### src/rtl/mm_pkg.sv
// Shared types and constants for the systolic matrix-multiplier control path.
package mm_pkg;

  localparam int DIM_W = 16;

  typedef enum logic [2:0] {
    IDLE   = 3'd0,
    LAUNCH = 3'd1,
    RUN    = 3'd2,
    DRAIN  = 3'd3,
    WB     = 3'd4,
    FINISH = 3'd5
  } seq_state_t;

  // Cycles for the last partial sums to leave the array after the final operands enter it.
  function automatic int drain_cycles(input int h, input int w, input int rl);
    return h + w - 1 + rl;
  endfunction

endpackage

### src/rtl/mm_cfg_checker.sv
// Combinational job-descriptor validator: all dimensions nonzero and m/p aligned to the array.
module mm_cfg_checker
  import mm_pkg::*;
#(
  parameter int ARRAY_HEIGHT = 4,
  parameter int ARRAY_WIDTH  = 4
) (
  input  logic [DIM_W-1:0] cfg_m_i,
  input  logic [DIM_W-1:0] cfg_n_i,
  input  logic [DIM_W-1:0] cfg_p_i,
  output logic             cfg_ok
);

  // Both geometries are powers of two, so alignment reduces to a low-bit mask.
  localparam logic [DIM_W-1:0] M_MASK = DIM_W'(ARRAY_HEIGHT - 1);
  localparam logic [DIM_W-1:0] P_MASK = DIM_W'(ARRAY_WIDTH - 1);

  logic w_nonzero;
  logic w_aligned;

  assign w_nonzero = (cfg_m_i != '0) && (cfg_n_i != '0) && (cfg_p_i != '0);
  assign w_aligned = ((cfg_m_i & M_MASK) == '0) && ((cfg_p_i & P_MASK) == '0);
  assign cfg_ok    = w_nonzero && w_aligned;

endmodule

### src/rtl/matmul_sequencer.sv
// Job controller for the systolic multiplier: accept, launch generators, drain, write back, report.
module matmul_sequencer
  import mm_pkg::*;
#(
  parameter int ARRAY_HEIGHT = 4,
  parameter int ARRAY_WIDTH  = 4,
  parameter int READ_LATENCY = 1
) (
  input  logic             clk,
  input  logic             reset_n,
  input  logic             cfg_valid_i,
  output logic             cfg_ready_o,
  input  logic [DIM_W-1:0] cfg_m_i,
  input  logic [DIM_W-1:0] cfg_n_i,
  input  logic [DIM_W-1:0] cfg_p_i,
  output logic [DIM_W-1:0] m_o,
  output logic [DIM_W-1:0] n_o,
  output logic [DIM_W-1:0] p_o,
  output logic             gen_start_o,
  input  logic             a_done_i,
  input  logic             b_done_i,
  output logic             array_clear_o,
  output logic             wb_start_o,
  input  logic             wb_done_i,
  input  logic             abort_i,
  output logic             busy_o,
  output logic             done_o,
  output logic             err_o
);

  localparam int               DRAIN_N  = drain_cycles(ARRAY_HEIGHT, ARRAY_WIDTH, READ_LATENCY);
  localparam int               CNT_W    = $clog2(DRAIN_N + 1);
  localparam logic [CNT_W-1:0] CNT_LOAD = CNT_W'(DRAIN_N);
  localparam logic [CNT_W-1:0] CNT_LAST = CNT_W'(1);

  seq_state_t       r_state;
  seq_state_t       w_state_nxt;
  logic             r_ready_en;
  logic             r_a_seen;
  logic             r_b_seen;
  logic             r_gen_start;
  logic             r_clear;
  logic             r_wb_start;
  logic             r_err;
  logic [CNT_W-1:0] r_cnt;
  logic [DIM_W-1:0] r_m;
  logic [DIM_W-1:0] r_n;
  logic [DIM_W-1:0] r_p;
  logic             w_cfg_ok;
  logic             w_hs;
  logic             w_both_seen;

  mm_cfg_checker #(
    .ARRAY_HEIGHT(ARRAY_HEIGHT),
    .ARRAY_WIDTH (ARRAY_WIDTH)
  ) u_cfg_checker (
    .cfg_m_i(cfg_m_i),
    .cfg_n_i(cfg_n_i),
    .cfg_p_i(cfg_p_i),
    .cfg_ok (w_cfg_ok)
  );

  // Ready is held low while in reset and during the release cycle.
  assign cfg_ready_o = (r_state == IDLE) && r_ready_en;
  assign w_hs        = cfg_valid_i && cfg_ready_o;
  assign w_both_seen = (r_a_seen || a_done_i) && (r_b_seen || b_done_i);

  always_comb begin
    w_state_nxt = r_state;
    case (r_state)
      IDLE:    if (w_hs && w_cfg_ok) w_state_nxt = LAUNCH;
      LAUNCH:  w_state_nxt = RUN;
      RUN:     if (w_both_seen) w_state_nxt = DRAIN;
      DRAIN:   if (r_cnt == CNT_LAST) w_state_nxt = WB;
      WB:      if (wb_done_i) w_state_nxt = FINISH;
      FINISH:  w_state_nxt = IDLE;
      default: w_state_nxt = IDLE;
    endcase
    if (abort_i && (r_state != IDLE)) w_state_nxt = IDLE;
  end

  always_ff @(posedge clk or negedge reset_n) begin
    if (!reset_n) begin
      r_state     <= IDLE;
      r_ready_en  <= 1'b0;
      r_a_seen    <= 1'b0;
      r_b_seen    <= 1'b0;
      r_gen_start <= 1'b0;
      r_clear     <= 1'b0;
      r_wb_start  <= 1'b0;
      r_err       <= 1'b0;
      r_cnt       <= '0;
      r_m         <= '0;
      r_n         <= '0;
      r_p         <= '0;
    end else begin
      r_state    <= w_state_nxt;
      r_ready_en <= 1'b1;
      // Pulses fire on the transition itself, so an abort that redirects the FSM suppresses them.
      r_gen_start <= (r_state == LAUNCH) && (w_state_nxt == RUN);
      r_clear     <= (r_state == LAUNCH) && (w_state_nxt == RUN);
      r_wb_start  <= (r_state == DRAIN) && (w_state_nxt == WB);
      r_err       <= w_hs && !w_cfg_ok;

      if (w_hs && w_cfg_ok) begin
        r_m <= cfg_m_i;
        r_n <= cfg_n_i;
        r_p <= cfg_p_i;
      end

      if ((r_state == RUN) && (w_state_nxt == RUN)) begin
        r_a_seen <= r_a_seen || a_done_i;
        r_b_seen <= r_b_seen || b_done_i;
      end else begin
        r_a_seen <= 1'b0;
        r_b_seen <= 1'b0;
      end

      if ((r_state == RUN) && (w_state_nxt == DRAIN)) begin
        r_cnt <= CNT_LOAD;
      end else if (w_state_nxt == DRAIN) begin
        r_cnt <= r_cnt - 1'b1;
      end else begin
        r_cnt <= '0;
      end
    end
  end

  assign m_o           = r_m;
  assign n_o           = r_n;
  assign p_o           = r_p;
  assign gen_start_o   = r_gen_start;
  assign array_clear_o = r_clear;
  assign wb_start_o    = r_wb_start;
  assign err_o         = r_err;
  assign busy_o        = (r_state != IDLE);
  assign done_o        = (r_state == FINISH);

endmodule
### config.mk
export PLATFORM = sky130hd
export DESIGN_NAME = matmul_sequencer
export DESIGN_NICKNAME = d
export VERILOG_FILES = /design/src/rtl/mm_pkg.sv /design/src/rtl/mm_cfg_checker.sv /design/src/rtl/matmul_sequencer.sv
export SDC_FILE = /design/constraint.sdc
export NUM_CORES = 1
export LEC_CHECK = 0
export ABC_CLOCK_PERIOD_IN_PS = 2600
export BUFFER_PORTS_ARGS = -buffer_cell sky130_fd_sc_hd__buf_2
export CAP_MARGIN = 5
export CORE_UTILIZATION = 30
export CTS_CLUSTER_SIZE = 24
export DETAILED_ROUTE_END_ITERATION = 12
export GPL_TIMING_DRIVEN = 1
export MAX_ROUTING_LAYER = met4
export PLACE_DENSITY = 0.62
export SLEW_MARGIN = 10
export SYNTH_ARGS = -nofsm -noshare
export SYNTH_HDL_FRONTEND = slang
export SYNTH_SLANG_ARGS = --single-unit
export TNS_END_PERCENT = 20
### constraint.sdc
create_clock -name clk -period 2.6 [get_ports clk]
set_clock_uncertainty 0.2 [all_clocks]
set_input_delay 0.13 -clock clk [delete_from_list [all_inputs] [get_ports clk]]
set_output_delay 0.13 -clock clk [all_outputs]
set_load 0.02 [all_outputs]
==> Implementation_results.wiki <==
{| class="wikitable"
! Metric !! Value
|-
| Post-Route Hold Slack || 29.37 ps
|-
| Crit path kind || in -> reg
|-
| Clock share of power || 31.4%
|-
| Min Tclk post-route || ~2400 ps
|-
| Kind of end point of the critical path || flop
|-
| Top-area cell type share of the netlist area || 55.99%
|-
| Yosys synthesis warning count || 0
|-
| CTS buffer count || 9
|-
| Largest net degree at the start of global routing || 34
|-
| Most frequent cells after synthesis || sky130_fd_sc_hd__dfrtp_1 (61), sky130_fd_sc_hd__mux2_4 (40), sky130_fd_sc_hd__nor4_1 (13)
|-
| Setup violators final || 0
|-
| Max Cap Violations || 0
|-
| Core area || 8763 sq um
|-
| Routed via count || 2125
|-
| Sequential share of power || ~43%
|-
| CTS Sinks || 61
|-
| Critical Path Source || cfg_p_i[3]
|-
| HPWL reported at the end of detailed placement || about 4700 microns
|-
| Number of unique standard cell types used by synthesis || 36
|-
| Peak supply drop || ~370 uV
|-
| Antenna Cells || 0
|-
| RSZ-0062 raised after global routing || false
|-
| Crit path launch type || input port
|-
| Standard-cell rows || 34
|-
| Number of port buffers || between 100 and 150
|-
| Hold Path Origin || a_done_i
|-
| Post-route DRC || 0
|-
| Launch point of the worst reg-to-reg path || r_state[1]$_DFF_PN0_
|-
| Share of total power in combinational logic || 25.4%
|-
| CTS root buffer || sky130_fd_sc_hd__clkbuf_8
|-
| Overall die height || a little under 100 microns
|-
| Maximum clock insertion buffer count || 2
|-
| Destination of the worst register-to-register timing path || n_o[4]$_DFFE_PN0P_
|-
| WP data arrival || 2380 ps
|-
| Max-slew violation total from the final report || 0
|-
| Clk slew on worst S/H paths || 70 ps
|-
| Boundary Pins || 110
|-
| CTS tree || built
|-
| # H-tree levels || 3
|-
| Worst EP required || approximately 2600 ps
|-
| Endpoints failing hold || 0
|-
| Number of synthesized register bits || 61
|-
| # fillers || 800
|-
| Power density over the cells || ~660 nW/um^2
|-
| Worst reg-to-reg setup slack || approximately 360 ps
|-
| Cell area after synthesis || roughly 2700 sq um
|-
| Max Clock Freq || approximately 0.42 GHz
|-
| Summed negative setup slack over all endpoints || 0 ps
|-
| Worst-case headroom to the max-slew limit || a little over half
|-
| Signed area change from the synthesized netlist to the final layout || 49.93%
|-
| Post-synthesis area per instance || between 10 and 15 sq um
|-
| Cell types occupying the most area after synthesis || sky130_fd_sc_hd__dfrtp_1 (56%), sky130_fd_sc_hd__mux2_4 (22%), sky130_fd_sc_hd__nor4_1 (3.0%)
|-
| Final wirelength || about 6800 microns
|-
| Effective utilization at floorplan || a little under a third
|-
| Die boundary width || just under 100 microns
|-
| Fraction of layout instances using a drive strength above 1 || 50.70%
|-
| Status || completed
|-
| Worst hold path depth || 4
|-
| Number of antenna violations at the first check in global routing || 0
|-
| Total net switching power || approximately 810 uW
|-
| Floorplan die area || roughly 9500 sq um
|-
| Global-route total usage across every layer || between 10% and 20%
|-
| Worst Path Max Fanout || 13
|-
| DRT Pass-1 Iters || 4
|-
| Buffer count from post-CTS setup fixing || 0
|-
| Number of global-route vias before repair || approximately 2300
|-
| Most common flop cell mapped by yosys || sky130_fd_sc_hd__dfrtp_1
|-
| Placer congestion estimate || around 0.73
|-
| Endpoint of the worst hold path || r_a_seen$_DFF_PN0_
|-
| Standby leakage power || about 2.1 nW
|-
| Clock latency of the later-clocked register in the worst-skew pair || approximately 340 ps
|-
| Worst-margin pin slew || between 600 and 700 ps
|-
| Average detailed-routed wire length per instance || between 10 and 15 microns
|-
| Number of flops mapped to enable cells by yosys || 0
|-
| Global-route wire length before repair || approximately 11000 microns
|-
| Antenna Nets Post-Route || 0
|-
| Int Pwr || 1.885 mW
|-
| First-iteration detailed-routing DRC count || 47
|-
| Final period utilization || between 90% and 100%
|-
| Sequential element share of the synthesized area || 55.99%
|-
| Total congestion overflow || 0
|-
| Largest area contributor in the synthesized netlist || sky130_fd_sc_hd__dfrtp_1
|-
| Count leader, synth || sky130_fd_sc_hd__dfrtp_1
|-
| Path class of the lowest-slack min-delay path || in -> reg
|-
| Reg2Reg Depth || 5
|-
| Cells after Synth || around 180
|-
| Fin nets || 407
|-
| Ys async rst share || 100.0%
|-
| Net Count, Synth || between 200 and 250
|-
| Switching part of the total || 30.17%
|-
| Via density || 4.590
|}
-- worst max-delay path by stage --
stage | to | slack, ps | cells after the start
final | n_o[4]$_DFFE_PN0P_ | 230 | 7
after detailed placement | n_o[4]$_DFFE_PN0P_ | 230 | 6
after global routing | n_o[4]$_DFFE_PN0P_ | 110 | 7
after CTS | n_o[4]$_DFFE_PN0P_ | 50 | 7
after floorplan | m_o[10]$_DFFE_PN0P_ | 400 | 6
after global placement | n_o[9]$_DFFE_PN0P_ | 230 | 6
-- per-layer routing --
metal | vias up | wire (microns) | share of wire [%] | track usage (%)
met2 | 72 | 3259 | 48 | 24.43
met3 | 15 | 371 | 5.4 | 4.532
met5 | - | 0 | 0 | -
li1 | 1006 | - | - | -
met1 | 1032 | 2969 | 44 | 18.70
met4 | 0 | 210 | 3.1 | 7.466
-- layout make-up --
type,instances,area (sq um),share of cell area (%)
repair buffers,164,1104,27.00
clock inverters,7,75.07,1.837
multi-input cells,112,1116,27.30
inverters,2,7.507,0.1837
flip-flops and latches,61,1526,37.34
clock buffers,9,123.9,3.030
well taps,108,135.1,3.306
-- through the flow --
step	instances	total power [mW]	area, sq um	worst slack (ps)	utilization [%]
finish	463	2.700	4088	233.4	46.64
global route	463	2.833	4088	105.5	46.64
CTS	463	2.741	4081	48.46	46.57
detailed placement	399	1.818	3402	233.0	38.82
global placement	399	1.806	3402	230.1	38.82
floorplan	184	1.561	2726	402.5	-
-- sequential cells by signal, indices dropped and copies added, names as in the netlist, 3 cells and up --
signal   cells
n_o         16
m_o         16
p_o         16
r_cnt        4
r_state      3
-- power groups by stage --
stage                     logic, mW  registers [mW]  clock network (mW)
after floorplan               0.211            1.35                   0
after global placement        0.625            1.18                   0
after detailed placement      0.635            1.18                   0
after CTS                     0.690            1.17               0.883
after global routing          0.727            1.18               0.921
final                         0.685            1.17               0.847
-- timing repair --
action                     in CTS  in global routing
hold endpoints to repair       84                  0
hold buffers                   48                  0
gates resized for setup         0                  1
setup endpoints to repair       0                 39
-- critical path, stage by stage --
cell and delay, ps:
sky130_fd_sc_hd__dlygate4sd3_1 530, sky130_fd_sc_hd__buf_2 130, sky130_fd_sc_hd__nor4_2 370, sky130_fd_sc_hd__nand4_1 310, sky130_fd_sc_hd__nand4_4 300, sky130_fd_sc_hd__buf_4 290
sky130_fd_sc_hd__mux2_4 320
-- placed cells by master, fill, tap and decap left out, drive strengths merged --
cell,netlist,layout
buf,7,116
or3,1,1
a21oi,7,7
clkbuf,2,9
nand4,4,4
ha,2,2
nand2,6,6
nor3,2,2
xor2,1,1
nand3b,2,2
xnor2,1,1
dlygate4sd3,0,48
nor2,6,6
o221a,1,1
and4,1,1
nor2b,1,1
inv,2,3
and3b,1,1
nor4b,3,3
clkinvlp,0,3
nand3,1,1
o221ai,1,1
bufinv,0,1
o21ai,2,2
a41oi,1,1
a2111oi,1,1
nor4,13,13
and3,1,1
dfrtp,61,61
nor3b,2,2
and2,5,5
conb,1,1
clkinv,0,2
nand4b,1,1
mux2,44,44
-- logic make-up (layout without fill, tap and decap cells) --
logic type / Yosys count / in the layout / share of synthesized area (%)
xor gates and xnor gates: 2 / 2 / 0.6426
muxes: 44 / 44 / 23.68
other: 1 / 1 / 0.1375
DFF: 61 / 61 / 55.99
AOI/OAI and AO/OA: 13 / 13 / 3.258
buffers and inverters: 11 / 182 / 3.304
adders and majority gates: 2 / 2 / 0.9177
and+or+nand+nor: 50 / 50 / 12.07
No activity file was read; power rests on OpenSTA's default activity.
